<file path="src/rtl/hazard_pkg.sv">
// Shared types and constants for the five-stage pipeline hazard controller.
package hazard_pkg;

  // Sequencing states: normal run, draining for a debug halt, parked
  typedef enum logic [1:0] {
    ST_RUN    = 2'd0,
    ST_DRAIN  = 2'd1,
    ST_HALTED = 2'd2
  } hz_state_e;

  // EX-stage operand source selects
  localparam logic [1:0] FWD_RF  = 2'b00;
  localparam logic [1:0] FWD_WB  = 2'b01;
  localparam logic [1:0] FWD_MEM = 2'b10;

  // ResultSrc encoding that identifies a load in EX
  localparam logic [2:0] RESULT_LOAD_ENC = 3'b001;

  // Bubbles needed to empty EX, MEM and WB
  localparam int unsigned DRAIN_CYCLES_DEF = 3;

  // Pick the youngest in-flight producer of a source register; x0 never forwards
  function automatic logic [1:0] fwd_sel(
    input logic [4:0] rs,
    input logic [4:0] rd_m,
    input logic       we_m,
    input logic [4:0] rd_w,
    input logic       we_w
  );
    logic [1:0] sel;
    if (we_m && (rd_m != 5'd0) && (rd_m == rs)) begin
      sel = FWD_MEM;
    end else if (we_w && (rd_w != 5'd0) && (rd_w == rs)) begin
      sel = FWD_WB;
    end else begin
      sel = FWD_RF;
    end
    return sel;
  endfunction

endpackage

</file>
<file path="src/rtl/forward_unit.sv">
// EX-stage operand forwarding selects; purely combinational.
module forward_unit
  import hazard_pkg::*;
(
  input  logic [4:0] Rs1E,
  input  logic [4:0] Rs2E,
  input  logic [4:0] RdM,
  input  logic [4:0] RdW,
  input  logic       RegWriteM,
  input  logic       RegWriteW,
  output logic [1:0] ForwardAE,
  output logic [1:0] ForwardBE
);

  // MEM result beats WB result because it is the younger write
  always_comb begin
    ForwardAE = fwd_sel(Rs1E, RdM, RegWriteM, RdW, RegWriteW);
    ForwardBE = fwd_sel(Rs2E, RdM, RegWriteM, RdW, RegWriteW);
  end

endmodule

</file>
<file path="src/rtl/pipeline_hazard_ctrl.sv">
// Stall/flush sequencing for the RV32I five-stage pipeline: memory wait
// states with bus timeout, load-use interlock, and debug halt drain/park.
module pipeline_hazard_ctrl
  import hazard_pkg::*;
#(
  parameter int unsigned TIMEOUT      = 255,
  parameter int unsigned DRAIN_CYCLES = DRAIN_CYCLES_DEF,
  parameter logic [2:0]  RESULT_LOAD  = RESULT_LOAD_ENC
) (
  input  logic       CLK,
  input  logic       RST,
  input  logic [4:0] Rs1D,
  input  logic [4:0] Rs2D,
  input  logic [4:0] Rs1E,
  input  logic [4:0] Rs2E,
  input  logic [4:0] RdE,
  input  logic [2:0] ResultSrcE,
  input  logic       PCSrcE,
  input  logic [4:0] RdM,
  input  logic [4:0] RdW,
  input  logic       RegWriteM,
  input  logic       RegWriteW,
  input  logic       MemReqM,
  input  logic       MemReadyM,
  input  logic       HaltReq,
  output logic       StallF,
  output logic       StallD,
  output logic       StallE,
  output logic       StallM,
  output logic       FlushD,
  output logic       FlushE,
  output logic       FlushW,
  output logic [1:0] ForwardAE,
  output logic [1:0] ForwardBE,
  output logic       HaltAck,
  output logic       BusErr
);

  localparam logic [7:0] TIMEOUT_CNT = 8'(TIMEOUT);
  localparam logic [1:0] DCNT_LAST   = 2'(DRAIN_CYCLES - 1);

  hz_state_e  state_q;
  logic [1:0] dcnt_q;
  logic [7:0] wcnt_q;
  logic [7:0] wcnt_d;
  logic       halt_ack_q;

  logic       mem_wait_s;
  logic       at_timeout_s;
  logic       mem_stall_s;
  logic       bus_err_s;
  logic       load_use_s;

  forward_unit u_forward_unit (
    .Rs1E      (Rs1E),
    .Rs2E      (Rs2E),
    .RdM       (RdM),
    .RdW       (RdW),
    .RegWriteM (RegWriteM),
    .RegWriteW (RegWriteW),
    .ForwardAE (ForwardAE),
    .ForwardBE (ForwardBE)
  );

  // Memory wait tracking: once the wait reaches TIMEOUT the access is forced complete
  always_comb begin
    mem_wait_s   = MemReqM & ~MemReadyM;
    at_timeout_s = (wcnt_q == TIMEOUT_CNT);
    mem_stall_s  = mem_wait_s & ~at_timeout_s;
    bus_err_s    = mem_wait_s & at_timeout_s;
    if (mem_stall_s) begin
      wcnt_d = wcnt_q + 8'd1;
    end else begin
      wcnt_d = 8'd0;
    end
    load_use_s = (ResultSrcE == RESULT_LOAD) && (RdE != 5'd0) &&
                 ((RdE == Rs1D) || (RdE == Rs2D));
  end

  // Wait-state counter
  always_ff @(posedge CLK) begin
    if (RST) begin
      wcnt_q <= 8'd0;
    end else begin
      wcnt_q <= wcnt_d;
    end
  end

  // Halt sequencer; memory stalls freeze it so drain bubbles are not lost
  always_ff @(posedge CLK) begin
    if (RST) begin
      state_q    <= ST_RUN;
      dcnt_q     <= 2'd0;
      halt_ack_q <= 1'b0;
    end else if (mem_stall_s) begin
      state_q    <= state_q;
      dcnt_q     <= dcnt_q;
      halt_ack_q <= halt_ack_q;
    end else begin
      case (state_q)
        ST_RUN: begin
          if (HaltReq) begin
            state_q <= ST_DRAIN;
            dcnt_q  <= 2'd0;
          end else begin
            state_q <= ST_RUN;
          end
          halt_ack_q <= 1'b0;
        end
        ST_DRAIN: begin
          if (!HaltReq) begin
            state_q    <= ST_RUN;
            dcnt_q     <= 2'd0;
            halt_ack_q <= 1'b0;
          end else if (dcnt_q == DCNT_LAST) begin
            state_q    <= ST_HALTED;
            dcnt_q     <= 2'd0;
            halt_ack_q <= 1'b1;
          end else begin
            dcnt_q     <= dcnt_q + 2'd1;
            halt_ack_q <= 1'b0;
          end
        end
        ST_HALTED: begin
          if (!HaltReq) begin
            state_q    <= ST_RUN;
            halt_ack_q <= 1'b0;
          end else begin
            halt_ack_q <= 1'b1;
          end
        end
        default: begin
          state_q    <= ST_RUN;
          dcnt_q     <= 2'd0;
          halt_ack_q <= 1'b0;
        end
      endcase
    end
  end

  // Stall/flush decode: memory stall > taken branch > load-use / drain hold
  always_comb begin
    StallF = 1'b0;
    StallD = 1'b0;
    StallE = 1'b0;
    StallM = 1'b0;
    FlushD = 1'b0;
    FlushE = 1'b0;
    FlushW = 1'b0;
    if (mem_stall_s) begin
      StallF = 1'b1;
      StallD = 1'b1;
      StallE = 1'b1;
      StallM = 1'b1;
      FlushW = 1'b1;
    end else begin
      case (state_q)
        ST_RUN: begin
          if (PCSrcE) begin
            FlushD = 1'b1;
            FlushE = 1'b1;
          end else if (load_use_s) begin
            StallF = 1'b1;
            StallD = 1'b1;
            FlushE = 1'b1;
          end else begin
            FlushE = 1'b0;
          end
        end
        ST_DRAIN: begin
          // A branch resolving while draining redirects the PC and squashes D
          if (PCSrcE) begin
            FlushD = 1'b1;
            FlushE = 1'b1;
          end else begin
            StallF = 1'b1;
            StallD = 1'b1;
            FlushE = 1'b1;
          end
        end
        ST_HALTED: begin
          StallF = 1'b1;
          StallD = 1'b1;
          FlushE = 1'b1;
        end
        default: begin
          FlushE = 1'b0;
        end
      endcase
    end
  end

  assign HaltAck = halt_ack_q;
  assign BusErr  = bus_err_s;

endmodule
</file>
<file path="config.mk">
export PLATFORM = sky130hd
export DESIGN_NAME = pipeline_hazard_ctrl
export DESIGN_NICKNAME = d
export VERILOG_FILES = /design/src/rtl/hazard_pkg.sv /design/src/rtl/forward_unit.sv /design/src/rtl/pipeline_hazard_ctrl.sv
export SDC_FILE = /design/constraint.sdc
export NUM_CORES = 1
export LEC_CHECK = 0
export CAP_MARGIN = 20
export CORE_UTILIZATION = 39
export DETAILED_ROUTE_END_ITERATION = 8
export PLACE_DENSITY = 0.79
export SLEW_MARGIN = 20
export SYNTH_ARGS = -nofsm -noshare
export SYNTH_HDL_FRONTEND = slang
export SYNTH_HIERARCHICAL = 1
export SYNTH_SLANG_ARGS = --single-unit
</file>
<file path="constraint.sdc">
create_clock -name CLK -period 3 [get_ports CLK]
set_clock_uncertainty 0.15 [all_clocks]
set_input_delay 0.6 -clock CLK [delete_from_list [all_inputs] [get_ports CLK]]
set_output_delay 0.6 -clock CLK [all_outputs]
set_load 0.01 [all_outputs]
</file>
# ---- Word-level counts from Yosys, hierarchy flattened
# Index checks and enable logic that the tools add are counted.
# Widths: inputs -> output; s select.
dict set report totals {
  output_inout_bits 13
  inputBits 46
  ff_bits 13
  word_cells 74
}
dict set report op_classes {
  mux 29
  eq_ne 14
  n_addsub 2
  bitwise_logic 7
  n_reduce_logical 18
}
# cell count
set op_table {}
lappend op_table {{$eq 5x5->1} 6}
lappend op_table {{$mux 1} 16}
lappend op_table {{$mux 2} 8}
lappend op_table {{$reduce_bool 5->1} 3}
lappend op_table {{$pmux 2 s3} 2}
lappend op_table {{$add 8x1->8 const B} 1}
lappend op_table {{$eq 8x8->1 const B} 1}
lappend op_table {{$logic_and 1x1->1} 8}
lappend op_table {{$reduce_and 3->1} 2}
lappend op_table {{$reduce_or 2->1} 3}
lappend op_table {{$eq 2x2->1 const B} 2}
lappend op_table {{$ne 2x2->1 const B} 2}
lappend op_table {{$not 1->1} 4}
lappend op_table {{$pmux 1 s2} 2}
lappend op_table {{$and 1x1->1} 3}
lappend op_table {{$eq 3x1->1 const B} 1}
lappend op_table {{$ne 3x3->1 const B} 1}
lappend op_table {{$pmux 1 s3} 1}
lappend op_table {{$add 2x1->2 const B} 1}
lappend op_table {{$eq 2x1->1 const B} 1}
lappend op_table {{$logic_not 2->1} 1}
lappend op_table {{$logic_or 1x1->1} 1}

# ---- Longest topological paths before layout
dict set report logic_depth {
  ltp_word 7
  ltp_mapped 7
  depth_no_buf 7
}

# ---- Hierarchy
# The synthesis kept the hierarchy.
# mod n_inst seq_area_each_um2 cells_per_inst area_each_um2
set modules_own_cells {}
lappend modules_own_cells {pipeline_hazard_ctrl 1 260.2 103 872.1}
lappend modules_own_cells {forward_unit 1 0.0 34 257.7}

# ---- Least setup slack after synthesis
# Ideal clock, no wire load.
dict set report synth_path {
  kind {input-to-output}
  start {input port RdM[1]}
  end {output port ForwardAE[0]}
  n_path_buf 0
  arrival_time_ns 1.830
  path_slack_ns 0.420
  path_stages 4
  cell_sequence {or4_1 -> o21ai_2 -> nor4_1 -> nor4_1}
}
dict set report synth_via {
  elab_chain_len 4
}
# element line
set synth_lines {}
lappend synth_lines {{from (decl)} pipeline_hazard_ctrl.sv:19} ;# input logic [4:0] RdM,
lappend synth_lines {{$reduce_bool 5->1} hazard_pkg.sv:31} ;# if (we_m && (rd_m != 5'd0) && (rd_m == rs)) begin
lappend synth_lines {{$logic_and 1x1->1} hazard_pkg.sv:31}
lappend synth_lines {{$logic_and 1x1->1 *} hazard_pkg.sv:31}
lappend synth_lines {{$mux 2 *} hazard_pkg.sv:31}
lappend synth_lines {{to (decl)} pipeline_hazard_ctrl.sv:33} ;# output logic [1:0] ForwardAE,
# Mark *: on every way between the ends. The rest lies on a longest branch, timed or not.

# ---- Final worst setup path
dict set report layout_path {
  start {input port RdM[1]}
  end {output port ForwardBE[0]}
}
dict set report layout_via {
  elab_chain_len 4
}
# element line
set layout_lines {}
lappend layout_lines {{$reduce_bool 5->1} hazard_pkg.sv:31}
lappend layout_lines {{$logic_and 1x1->1} hazard_pkg.sv:31}
lappend layout_lines {{$logic_and 1x1->1 *} hazard_pkg.sv:31}
lappend layout_lines {{$mux 2 *} hazard_pkg.sv:31}
lappend layout_lines {{to (decl)} pipeline_hazard_ctrl.sv:34} ;# output logic [1:0] ForwardBE,
# Marked as above.

==> run_results.csv <==
group,metric,value,unit
power_and_ir_drop,p_per_area,255,mW/mm^2
detailed_routing,viasPerCell,5.16,
floorplan,io_pins,59,
floorplan,core-area,0.00276,sq mm
cts,ctsHoldBuffers,0,
final_layout,drive_gt1_share,20.6,%
final_layout,nNetsFinal,266,
worst_setup_path,max_stage_delay,0.55,ns
hold_path,hp-class,"register to register",
place,place_area,0.00186,sq mm
floorplan,dieHeight,55.8,um
global_routing,grt_max_degree,9,
worst_setup_path,r2r-end,"dcnt_q[1]",
worst_setup_path,critPathLaunchType,"input port",
timing,worstMarginPinSlew,0.407,ns
cts,cts-root-buf,"clkbuf_4",
worst_setup_path,required,2.25,ns
global_routing,use_met2,35.8,%
place,io_buffer_count,58,
logic_synthesis,synth_warnings,6,
cts,htreeDepth,1,
worst_setup_path,r2r_start,"wcnt_q[0]",
place,place_congestion,0.934,
final_layout,antennaDiodeCount,0,
worst_setup_path,crit_end,"ForwardBE[0]",
floorplan,row_count,19,
global_routing,grt_util_met3,5.35,%
place,hpwl,2630,um
detailed_routing,wl_per_cell,14.3,um
global_routing,grt_use_total,22.0,%
floorplan,start_util,41.0,%
worst_setup_path,r2r_cells,8,
cts,clk_latency,0.27,ns
final_layout,post_layout_nonfiller_instances,245,
worst_setup_path,cp-startpoint,"RdM[1]",
cts,clock_path_buffers,2,
worst_setup_path,slowest_stage,"or4_4",
final_layout,area_growth,73.3,%
power_and_ir_drop,irDropWorstVdd,0.000313,V
global_routing,grt.met1_usage,28.0,%
cts,numCtsBuffers,3,
run,max-cap-violations,0,
hold_path,min-delay-start,"wcnt_q[0]",
timing,hold_viol,0,
final_layout,final_area,0.00196,sq mm
worst_setup_path,critPathCaptureType,"output pin",
global_routing,grt_first_pass_wirelength,5510,um
detailed_routing,finalWirelength,3500,um
timing,setup_ws,0.0519,ns
detailed_routing,dr.first_iter.drc_count,26,
timing,finalMaxSlewViolations,0,
worst_setup_path,regToRegSetupSlack,0.89,ns
place,dpl.cell_count,240,
worst_setup_path,critPathKind,"input port to output pin",
global_routing,antenna_found_initial,0,
worst_setup_path,arrival,2.20,ns
cts,numClockSinks,13,
timing,fin_crit,2.95,ns
logic_synthesis,synth_cells,137,
cts,path_clk_slew,0.08,ns
detailed_routing,num_vias,1264,
cts,cts_tree,"yes",
worst_setup_path,path_max_fanout,2,
logic_synthesis,yosysTopAreaCell,"dfxtp_1",
timing,setup_viol,0,
status,outcome,"finished clean",
final_layout,layout_commonest_cell,"clkdlybuf4s50_1",
worst_setup_path,crit_chain,"dlygate4sd2_1, or4_4, o21ai_4, buf_4, nor4_2, nor4_1, buf_2",
place,place_ws,-0.431,ns
logic_synthesis,syn_avg_cell_area,8.25,sq um
final_layout,final_cell_mix,"clkdlybuf4s50_1 (42), xnor2_1 (29), buf_4 (19)",
detailed_routing,drc,0,
logic_synthesis,ys_seq_area_share,23.0,%
logic_synthesis,ys_ff_latch,13,
floorplan,die_w,55.8,um
timing,fmax,0.339,GHz
logic_synthesis,yosys.area.top_type_share,23.0,%
logic_synthesis,synth_area,0.00113,sq mm
logic_synthesis,ys_types,33,
timing,post-route-period-util,98.3,%
detailed_routing,dr.pass1.iters,4,
logic_synthesis,synthTopCellsByArea,"dfxtp_1 (23%), xnor2_1 (22%), ha_1 (5.5%), xor2_1 (5.4%), nor2_1 (5.0%)",
global_routing,grt_pass1_vias,1242,
global_routing,overflow,0,
detailed_routing,ant_nets,0,
global_routing,grt_busiest_layer,"met2",
logic_synthesis,syn_nets,188,
power_and_ir_drop,power_leakage,0.768,nW
timing,slew_headroom,72.9,%
floorplan,die_area,0.00312,sq mm
==> per-layer routing <==
metal	routed length [um]	vias to the layer above
met5	0	-
met4	45	0
met3	216	6
met2	1660	47
met1	1590	581
li1	-	630
==> what timing repair did <==
item | CTS | global route
resized for setup | 26 | 18
buffers inserted | 1 | 0
endpoints found under the setup margin | 8 | 7
pin swaps | 5 | 8
==> cells in the mapped netlist <==
cell	n
nand4_1	4
xor2_1	7
a211oi_2	2
nor3_1	2
a2111oi_0	1
o311ai_4	1
a221oi_1	1
or2b_1	1
a2bb2oi_1	1
inv_1	7
o22ai_1	1
nand3_1	7
nor4_1	5
nor2_1	15
inv_4	1
nor3b_1	1
buf_4	3
a211oi_1	1
o2111ai_1	1
buf_2	1
xnor2_1	29
dfxtp_1	13
a21oi_1	5
ha_1	5
nand2_1	12
nand2b_1	1
o21ai_2	1
nand4bb_1	1
nor2_2	1
nor4_4	1
or4_1	2
nand3_2	1
o21ai_0	2
==> final cells by class <==
cell class              instances  area [sq um]
well taps                      31          38.8
multi-input cells             112           890
inverters                       8          32.5
flip-flops and latches         13           260
clock buffers                   4          26.3
fillers                       214           800
repair buffers                 77           711
==> cells by family (layout without fill, tap and decap cells) <==
family / count (synthesis) / in the layout / synth area share (%)
AO/OA/AOI/OAI: 17 / 17 / 12.7
AND/OR/NAND/NOR: 54 / 54 / 25.5
buffers and inverters: 12 / 89 / 5.32
flip-flops: 13 / 13 / 23.0
XOR/XNOR: 36 / 36 / 27.9
adder cells (fa/ha/maj): 5 / 5 / 5.54
==> per-stage QoR <==
stage	total power, W	setup TNS (ns)	util, %	hold WS [ns]
2_1_floorplan	0.000266	0	-	0.280
3_3_place_gp	0.000379	-1.93	67.3	0.292
3_5_place_dp	0.000384	-2.18	67.3	0.307
4_1_cts	0.000487	0	68.3	0.324
5_1_grt	0.000529	-0.0683	71.0	0.357
6_report	0.000499	0	71.0	0.324
==> power breakdown <==
group,leakage [nW],internal (W),switching (W)
sequential,0.105,0.000175,0.00000316
clock,0.0150,0.0000515,0.0000548
combinational,0.648,0.000124,0.0000903
==> how the worst min path moves through the flow <==
stage	to	slack (ns)	cells past startpoint
final	wcnt_q[0]	0.32	1
after global routing	HaltAck	0.36	2
after CTS	wcnt_q[0]	0.32	1
after detailed placement	wcnt_q[0]	0.31	1
after global placement	wcnt_q[0]	0.29	1
after floorplan	wcnt_q[0]	0.28	1
==> registers in the layout (all words and copies together) (netlist names) <==
signal and count:
state_q 2, HaltAck 1, wcnt_q 8, dcnt_q 2
==> worst max-delay path, delay by kind of cell <==
family	cells	cell delay (ns)
AOI/OAI and AO/OA	1	0.20
buffers and inverters	3	0.58
and+or+nand+nor	3	0.81
No activity file was read; power rests on OpenSTA's default activity.
